===== src/rtl/ex_mem_pkg.sv =====
// Shared types and constants for the EX/MEM skid buffer.
package ex_mem_pkg;

    typedef enum logic [1:0] {
        EMPTY = 2'd0,
        ONE   = 2'd1,
        FULL  = 2'd2
    } state_t;

    // Bit positions inside in_ctrl / out_ctrl.
    localparam int unsigned CTRL_REG_WR     = 3;
    localparam int unsigned CTRL_MEM_TO_REG = 2;
    localparam int unsigned CTRL_MEM_RD     = 1;
    localparam int unsigned CTRL_MEM_WR     = 0;

    localparam int unsigned DEF_PAYLOAD_W = 2 * 32 + 5 + 5;

    // res + zf + wdata + rd + ctrl(4)
    function automatic int unsigned payload_w(input int unsigned data_w, input int unsigned reg_w);
        return 2 * data_w + reg_w + 5;
    endfunction

endpackage


===== src/rtl/ex_mem_stall_cnt.sv =====
// Saturating back-pressure cycle counter; only compiled when EX_MEM_STALL_CNT_EN is defined.
`ifdef EX_MEM_STALL_CNT_EN
module ex_mem_stall_cnt #(
    parameter int unsigned WIDTH = 16
) (
    input  logic             clk,
    input  logic             rst_n,
    input  logic             en,
    output logic [WIDTH-1:0] cnt
);

    always_ff @(posedge clk or negedge rst_n) begin
        if (!rst_n) begin
            cnt <= '0;
        end else if (en && (cnt != '1)) begin
            cnt <= cnt + 1'b1;
        end
    end

endmodule
`endif


===== src/rtl/ex_mem_skid.sv =====
// EX->MEM pipeline register with a one-entry skid buffer so in_ready depends on registered state only.
// Optional back-pressure counter enabled by defining EX_MEM_STALL_CNT_EN.
module ex_mem_skid
    import ex_mem_pkg::*;
#(
    parameter int unsigned DATA_W = 32,
    parameter int unsigned REG_W  = 5
) (
    input  logic              clk,
    input  logic              rst_n,
    input  logic              flush,
    input  logic              in_valid,
    output logic              in_ready,
    input  logic [DATA_W-1:0] in_res,
    input  logic              in_zf,
    input  logic [DATA_W-1:0] in_wdata,
    input  logic [REG_W-1:0]  in_rd,
    input  logic [3:0]        in_ctrl,
    output logic              out_valid,
    input  logic              out_ready,
    output logic [DATA_W-1:0] out_res,
    output logic              out_zf,
    output logic [DATA_W-1:0] out_wdata,
    output logic [REG_W-1:0]  out_rd,
    output logic [3:0]        out_ctrl,
    output logic [15:0]       stall_cnt
);

    localparam int unsigned PW = payload_w(DATA_W, REG_W);

    state_t          state_q, state_d;
    logic [PW-1:0]   in_pl, main_q, skid_q;
    logic            accept, pop;
    logic            load_main, main_from_skid, load_skid;

    assign in_pl     = {in_res, in_zf, in_wdata, in_rd, in_ctrl};
    assign in_ready  = (state_q != FULL);
    assign out_valid = (state_q != EMPTY);
    assign accept    = in_valid & in_ready;
    assign pop       = out_valid & out_ready;

    assign {out_res, out_zf, out_wdata, out_rd, out_ctrl} = main_q;

    always_ff @(posedge clk or negedge rst_n) begin
        if (!rst_n) begin
            state_q <= EMPTY;
        end else begin
            state_q <= state_d;
        end
    end

    always_comb begin
        state_d        = state_q;
        load_main      = 1'b0;
        main_from_skid = 1'b0;
        load_skid      = 1'b0;
        unique case (state_q)
            EMPTY: begin
                if (accept) begin
                    state_d   = ONE;
                    load_main = 1'b1;
                end
            end
            ONE: begin
                if (accept && pop) begin
                    load_main = 1'b1;
                end else if (accept) begin
                    state_d   = FULL;
                    load_skid = 1'b1;
                end else if (pop) begin
                    state_d = EMPTY;
                end
            end
            FULL: begin
                if (pop) begin
                    state_d        = ONE;
                    load_main      = 1'b1;
                    main_from_skid = 1'b1;
                end
            end
            default: state_d = EMPTY;
        endcase
        // Flush empties the buffer but leaves payload registers untouched.
        if (flush) begin
            state_d   = EMPTY;
            load_main = 1'b0;
            load_skid = 1'b0;
        end
    end

    always_ff @(posedge clk or negedge rst_n) begin
        if (!rst_n) begin
            main_q <= '0;
            skid_q <= '0;
        end else begin
            if (load_main) begin
                main_q <= main_from_skid ? skid_q : in_pl;
            end
            if (load_skid) begin
                skid_q <= in_pl;
            end
        end
    end

`ifdef EX_MEM_STALL_CNT_EN
    ex_mem_stall_cnt #(
        .WIDTH(16)
    ) u_stall_cnt (
        .clk  (clk),
        .rst_n(rst_n),
        .en   (out_valid & ~out_ready),
        .cnt  (stall_cnt)
    );
`else
    assign stall_cnt = 16'h0000;
`endif

endmodule


===== config.mk =====
export PLATFORM = sky130hd
export DESIGN_NAME = ex_mem_skid
export DESIGN_NICKNAME = d
export VERILOG_FILES = /design/src/rtl/ex_mem_pkg.sv /design/src/rtl/ex_mem_stall_cnt.sv /design/src/rtl/ex_mem_skid.sv
export SDC_FILE = /design/constraint.sdc
export NUM_CORES = 1
export LEC_CHECK = 0
export CAP_MARGIN = 0
export CORE_MARGIN = 3
export CORE_UTILIZATION = 45
export DETAILED_ROUTE_END_ITERATION = 7
export PLACE_DENSITY = 0.79
export SYNTH_ARGS = -nofsm -noshare
export SYNTH_HDL_FRONTEND = slang
export SYNTH_SLANG_ARGS = --single-unit

===== constraint.sdc =====
create_clock -name clk -period 2.1 [get_ports clk]
set_clock_uncertainty 0.05 [all_clocks]
set_input_delay 0.42 -clock clk [delete_from_list [all_inputs] [get_ports clk]]
set_output_delay 0.42 -clock clk [all_outputs]
set_load 0.01 [all_outputs]

== After elaboration in Yosys (flattened, before gate mapping) ==
Index checks and enable logic that the tools add are counted.
W data, S select, Z words.

* Equality and inequality tests: 7
* Muxes and demuxes: 17
* Bitwise gates (word level): 2
* Reduce and logical (&&, ||, !) cells: 4

{| class="wikitable"
|+ Operators with widths
! cell !! number
|-
| $mux W74 || 1
|-
| $mux W2 || 6
|-
| $ne A3 B3 Y1 const B || 3
|-
| $mux W1 || 8
|-
| $pmux W2 S3 || 1
|-
| $ne A4 B4 Y1 const B || 1
|-
| $reduce_and A4 Y1 || 1
|-
| $pmux W1 S3 || 1
|-
| $and A1 B1 Y1 || 2
|-
| $eq A2 B1 Y1 const B || 1
|-
| $eq A2 B2 Y1 const B || 1
|-
| $logic_not A2 Y1 || 1
|-
| $ne A2 B2 Y1 const B || 1
|-
| $reduce_bool A2 Y1 || 1
|-
| $logic_and A1 B1 Y1 || 1
|}

* Bits in registers: 150
* Bits of input ports: 79
* Output and inout port bits: 92

== Logic depth before layout (Yosys ltp) ==
Gate-level depths: netlist of the first run.

* Depth in word-level cells: 7
* Mapped depth: 5
* Mapped depth without buffers: 3

== Worst setup path after synthesis of the first run ==
No wires, ideal clock.

* Kind: register to register
* Start: reg state_q[0]
* End: reg main_q[55]
* Setup time: 0.125 ns
* Arrival: 1.496 ns
* Data required time: 1.925 ns
* Setup slack: 0.429 ns
* Stages on the path, launching flop included: 5
* Path buffers: 1
* Period minus slack after synthesis: 1.671 ns
* Cell sequence: dfrtp_1 -> nand3b_1 -> clkbuf_1 -> mux2_2 -> mux2_2

* Word-level cells in the longest chain between the ends: 6
* Elaborated cells between the ends (all ways): 15
* Classes of those cells: eq/ne (3); mux (7); bitwise (2); reduce/logical (3)

{| class="wikitable"
|+ Ends and longest elaborated chain
! what !! line !! source
|-
| start: declaration || ex_mem_skid.sv:31 || <nowiki>state_t state_q, state_d;</nowiki>
|-
| start signal: assignment || ex_mem_skid.sv:48 || <nowiki>state_q <= state_d;</nowiki>
|-
| $ne A2 B2 Y1 or $reduce_bool A2 Y1 (tied branches) || ex_mem_skid.sv:37, ex_mem_skid.sv:38 ||
|-
| $and A1 B1 Y1, on equally long branches || ex_mem_skid.sv:39, ex_mem_skid.sv:40 ||
|-
| $logic_and A1 B1 Y1 || ex_mem_skid.sv:65 || <nowiki>if (accept && pop) begin</nowiki>
|-
| $mux W1 || ex_mem_skid.sv:65 ||
|-
| $pmux W1 S3 || ex_mem_skid.sv:57 || <nowiki>unique case (state_q)</nowiki>
|-
| $mux W1 || ex_mem_skid.sv:84 || <nowiki>if (flush) begin</nowiki>
|-
| end signal: assignment || ex_mem_skid.sv:97 || <nowiki>main_q <= main_from_skid ? skid_q : in_pl;</nowiki>
|-
| end: declaration || ex_mem_skid.sv:32 || <nowiki>logic [PW-1:0] in_pl, main_q, skid_q;</nowiki>
|}

Several ways; a longest one is shown, not always the timed one.
A chain may end at the register's enable or synchronous reset.

== Final worst setup path of the first run ==
* Start: reg state_q[1]
* End: out in_ready

* Word-level cells in the longest chain between the ends: 1

{| class="wikitable"
|+ Ends and longest elaborated chain
! what !! line !! source
|-
| $ne A2 B2 Y1 || ex_mem_skid.sv:37 || <nowiki>assign in_ready = (state_q != FULL);</nowiki>
|-
| end: declaration || ex_mem_skid.sv:13 || <nowiki>output logic in_ready,</nowiki>
|}

No other way between the ends.

==> out/metrics.yaml, run 1 <==
dieWidth_um: 130
hp-class: "reg2reg"
hold_depth: 1
synthTopCellsByArea: "dfrtp_1, mux2_2, mux2_4, mux2_1, buf_4"
drc_errors: 0
fillers: 1079
power_uw: 9150
finalSetupViolCount: 0
fin_tns_setup_ns: 0
syn_area_per_cell_um2: 16.2
via_count: 4048
start_util: 0.469
ys_seq_area_frac: 0.539
syn_inst: 429
ir_drop_v: 0.000715
drive_above_1_share: 0.368
p_leak_uw: 0.00414
grt_pass1_wl_mm: 23.0
rows: 44
dp_hpwl_mm: 10.1
critPathCaptureType: "primary output"
required_ns: 1.63
finalHoldViolCount: 0
ctsHtreeMaxLevel: 4
r2r_cells: 6
antenna_found_initial: 0
final_nets: 685
cts_tree: "done"
synth_cell_type_count: 24
synth_seq_cells: 150
switchingPower_uw: 2250
swShare: 0.246
cts.sinks: 150
fin_util: 0.633
track_usage: 0.174
cp_data_arrival_time_ns: 1.52
clkTransAtPathRegs_ns: 0.06
synth_top_area_share: 0.539
wire_per_inst_um: 17.7
netlist_top_cells_count: "dfrtp_1, mux2_2, mux2_1, mux2_4, buf_4"
die_height_um: 130
cp-start-kind: "register"
rsz0062_at_grt: "no"
coreArea_um2: 14900
maxCapViolCount: 0
yosysMostFrequentCell: "dfrtp_1"
hold_start: "skid_q[32]$_DFFE_PN0P_"
synth.largest_area_cell: "dfrtp_1"
grt_pass1_vias: 4473
first_iter_violations: 132
root_buffer: "clkbuf_16"
timing.rr.end: "main_q[28]$_DFFE_PN0P_"
r2r_start: "state_q[0]$_DFFE_PN0P_"
first_pass_iters: 4
n_antenna_cell: 0
hold_end: "skid_q[32]$_DFFE_PN0P_"
fmax_mhz: 503
ios: 171
critPathKind: "reg2out"
area_growth_pct: 35.0
ys.flop_type: "dfrtp_1"
grt_overflow_total: 0
p_int_uw: 6900
outcome: "finished, final reports clean"
vias_per_cell: 5.04
clock_latency_ns: 0.41
r2r_slack_ns: 0.25
io_buffers: 154
p_seq_frac: 0.435
cts_buffers: 17
syn_area_um2: 6970
critPathMaxFanout: 7
synth_async_sr_flop_share: 1.00
clockBufferDepth: 2
yosys_warnings: 0
hold_slack_ns: 0.448
dieArea_um2: 17000
grt_max_degree: 50
power_density_nw_per_um2: 973
synth_edf_count: 0
drv_slew: 0
post-route-min-period_ns: 1.99
gp_congestion: 0.747
finalCritPeriodShare: 0.947
drt_wl_total_mm: 14.2
p_clk_frac: 0.329
postRouteAntennaNets: 0
pwr-share-comb: 0.235
-- how the worst max path moves through the flow --
stage,start,end,slack [ns],depth (start not counted)
3_3_place_gp,out_ready,main_q[20]$_DFFE_PN0P_,-0.1,5
6_report,state_q[1]$_DFFE_PN0P_,in_ready,0.11,2
3_5_place_dp,out_ready,main_q[51]$_DFFE_PN0P_,-0.17,6
5_1_grt,state_q[1]$_DFFE_PN0P_,in_ready,0.02,2
2_1_floorplan,state_q[0]$_DFFE_PN0P_,main_q[55]$_DFFE_PN0P_,0.43,4
4_1_cts,state_q[1]$_DFFE_PN0P_,in_ready,0.09,2
-- area by class of cell --
type                    instances  area [µm²]  area share
clock buffers                  22         474      0.0504
clock inverters                10         120      0.0128
multi-input cells             254        2920       0.310
flip-flops and latches        150        3760       0.399
well taps                     184         230      0.0245
repair buffers                183        1910       0.203
-- repair_timing --
item | 4_1_cts | 5_1_grt
hold buffers | 1 | 0
endpoints found under the setup margin | 2 | 0
endpoints found under the hold margin | 46 | 0
resized for setup | 3 | 0
setup buffers | 1 | 0
-- power groups by stage --
stage	clock network [µW]	registers (µW)	logic, µW
2_1_floorplan	0	4060	1040
3_3_place_gp	0	3980	2100
3_5_place_dp	0	4030	2170
4_1_cts	3100	3990	2190
5_1_grt	3210	4080	2310
6_report	3020	3990	2150
-- cell usage in the layout (no fill, tap or decap), types with 3 or more instances in the layout --
cell	netlist	final
mux2_1	60	60
clkdlybuf4s50_1	0	152
clkbuf_8	0	3
conb_1	1	16
clkbuf_16	0	17
buf_12	6	12
mux2_2	102	102
dfrtp_1	150	148
mux2_4	60	60
buf_4	17	16
-- logic make-up after synthesis --
| group | Yosys count | share of synthesized area |
|---|---|---|
| AND/OR/NAND/NOR | 11 | 0.00952 |
| flip-flops | 150 | 0.539 |
| multiplexers | 223 | 0.392 |
| AO/OA/AOI/OAI | 4 | 0.00503 |
| other | 1 | 0.000538 |
| buffers and inverters | 40 | 0.0539 |
-- routing by layer --
layer  track usage  part of all wire  wire (µm)  vias up
met4        0.0454            0.0067         95        0
li1              -                 -          -     1861
met1         0.237              0.46       6480     2060
met2         0.266              0.47       6630      121
met3        0.0654             0.072       1030        6
met5             0                 0          0        -
-- critical path, stage by stage, from the launching register on --
cell             delay, ns
dfrtp_2               0.45
nand2b_1              0.10
clkdlybuf4s50_1       0.56
-- state kept, by name, indices dropped and copies added (netlist names) --
register,flops
skid_q,74
main_q,74
state_q,2
-- through the flow --
step | area (µm²) | instances | setup slack, ns
3_5_place_dp | 8800 | 769 | -0.168
5_1_grt | 9410 | 803 | 0.0224
6_report | 9410 | 803 | 0.111
3_3_place_gp | 8800 | 769 | -0.0969
2_1_floorplan | 7030 | 444 | 0.429
4_1_cts | 9410 | 803 | 0.0856
Note: power is estimated with default switching activity, not from simulation.
==> inputs of run 2 (changes only) <==
--- a/config.mk
+++ b/config.mk
@@ -6,8 +6,9 @@
 export NUM_CORES = 1
 export LEC_CHECK = 0
 export CAP_MARGIN = 0
-export CORE_MARGIN = 3
+export CORE_MARGIN = 2
 export CORE_UTILIZATION = 45
+export CTS_BUF_LIST = sky130_fd_sc_hd__clkbuf_2
 export DETAILED_ROUTE_END_ITERATION = 7
 export PLACE_DENSITY = 0.79
 export SYNTH_ARGS = -nofsm -noshare
==> run 2 against run 1 <==
  * Power is 14% lower
  * Utilization down 2.7 points
  * Cell area shrank 2.5%
  * Final cell count is 3.5% higher
  * Sequential power down 1%
  * Non-clock buffer count increased by 24
  * Clock power shrank 40%
  * Sequential share of layout area is 1.0 points higher
  * Setup slack worse by 0.018 ns
  * Register-to-register slack lost 0.07 ns
  * Critical path type unchanged
==> out/metrics.yaml, run 2 (same netlist as run 1, synthesis figures left out) <==
outcome: "finished, final reports clean"
area_growth_pct: 31.7
rows: 45
dp_hpwl_mm: 9.67
root_buffer: "clkbuf_2"
via_count: 4159
cts_tree: "done"
r2r_cells: 5
power_density_nw_per_um2: 860
start_util: 0.460
critPathKind: "reg2out"
antenna_found_initial: 0
io_buffers: 154
vias_per_cell: 5.00
first_iter_violations: 248
clockBufferDepth: 2
drc_errors: 0
final_common_cell: "dfrtp_1"
finalSetupViolCount: 0
fin_tns_setup_ns: 0
track_usage: 0.183
critPathCaptureType: "primary output"
gp_congestion: 0.760
die_height_um: 128
dieWidth_um: 128
grt_overflow_total: 0
ios: 171
cp-start-kind: "register"
grt_max_degree: 55
r2r_slack_ns: 0.18
ctsHtreeMaxLevel: 4
maxCapViolCount: 0
drv_slew: 0
fmax_mhz: 498
n_antenna_cell: 0
fin_util: 0.606
cts.sinks: 150
finalCritPeriodShare: 0.956
clkTransAtPathRegs_ns: 0.20
timing.rr.end: "main_q[11]$_DFFE_PN0P_"
drt_wl_total_mm: 14.3
postRouteAntennaNets: 0
ir_drop_v: 0.000393
critPathMaxFanout: 3
dieArea_um2: 16500
final_cell_mix: "dfrtp_1, mux2_2, clkdlybuf4s50_1"
finalHoldViolCount: 0
hp-class: "in2async"
rsz0062_at_grt: "yes"
post-route-min-period_ns: 2.01
power_uw: 7890
drive_above_1_share: 0.398
required_ns: 1.63
cts_buffers: 17
p_leak_uw: 0.00423
r2r_start: "state_q[0]$_DFFE_PN0P_"
cp_data_arrival_time_ns: 1.54
wire_per_inst_um: 17.2
grt_pass1_vias: 4584
clock_latency_ns: 0.70
first_pass_iters: 4
final_nets: 709
top_regs: "main_q: 74 flops, skid_q: 74 flops, state_q: 2 flops"
coreArea_um2: 15100
grt_pass1_wl_mm: 23.3
==> run 2: cell count changes in the layout (fill, tap and decap cells not counted), sizes merged <==
cell and change:
clkinv -1, inv -1, buf +26, clkdlybuf4s50 -75, clkbuf -3, bufinv +2, dlygate4sd2 +73, clkinvlp +3
==> run 2: how the worst max path moves through the flow <==
stage	endpoint	slack [ns]	from
finish	in_ready	0.09	state_q[0]$_DFFE_PN0P_
global route	in_ready	-0.04	state_q[0]$_DFFE_PN0P_
CTS	in_ready	-0.01	state_q[0]$_DFFE_PN0P_
detailed placement	main_q[55]$_DFFE_PN0P_	-0.22	out_ready
global placement	main_q[58]$_DFFE_PN0P_	-0.16	out_ready
floorplan	main_q[55]$_DFFE_PN0P_	0.43	state_q[0]$_DFFE_PN0P_
==> run 2: final cells by class <==
class | count | area [µm²]
fill | 1186 | 5970
timing repair buffer | 207 | 1980
tap | 188 | 235
sequential | 150 | 3760
multi-input combinational | 254 | 2930
clock inverter | 13 | 180
clock buffer | 19 | 95.1
==> run 2: worst max-delay path, cell delays in order (launching register included) <==
cell and delay [ns]:
dfrtp_2 0.47, buf_6 0.12, nand2b_4 0.13, buf_6 0.12
==> run 2: through the flow <==
stage,setup slack (ns),std cells,hold WS (ns),area (µm²)
final,0.0926,831,0.106,9180
after global routing,-0.0400,831,0.0238,9180
after CTS,-0.0123,830,0.0196,9170
after detailed placement,-0.217,765,0.313,8720
after global placement,-0.158,765,0.304,8720
after floorplan,0.429,444,0.0744,7030
==> run 2: report_power, final <==
group | switching (µW) | total, µW | internal (µW)
registers | 355 | 3940 | 3590
clock network | 1030 | 1810 | 784
logic | 757 | 2130 | 1380
total | 2140 | 7890 | 5750
==> run 2: metal layers <==
layer,GRT usage,share of wire,wire length (µm),up-vias
li1,-,-,-,1899
met1,0.233,0.45,6400,2109
met2,0.298,0.48,6830,126
met3,0.0545,0.054,774,25
met4,0.0685,0.020,282,0
met5,0,0,0,-
==> run 2: repair_timing <==
action / CTS / global route
setup buffers: 32 / 1
gates resized for setup: 89 / 0
hold buffers: 1 / 0
hold endpoints to repair: 150 / 0
setup endpoints to repair: 76 / 2
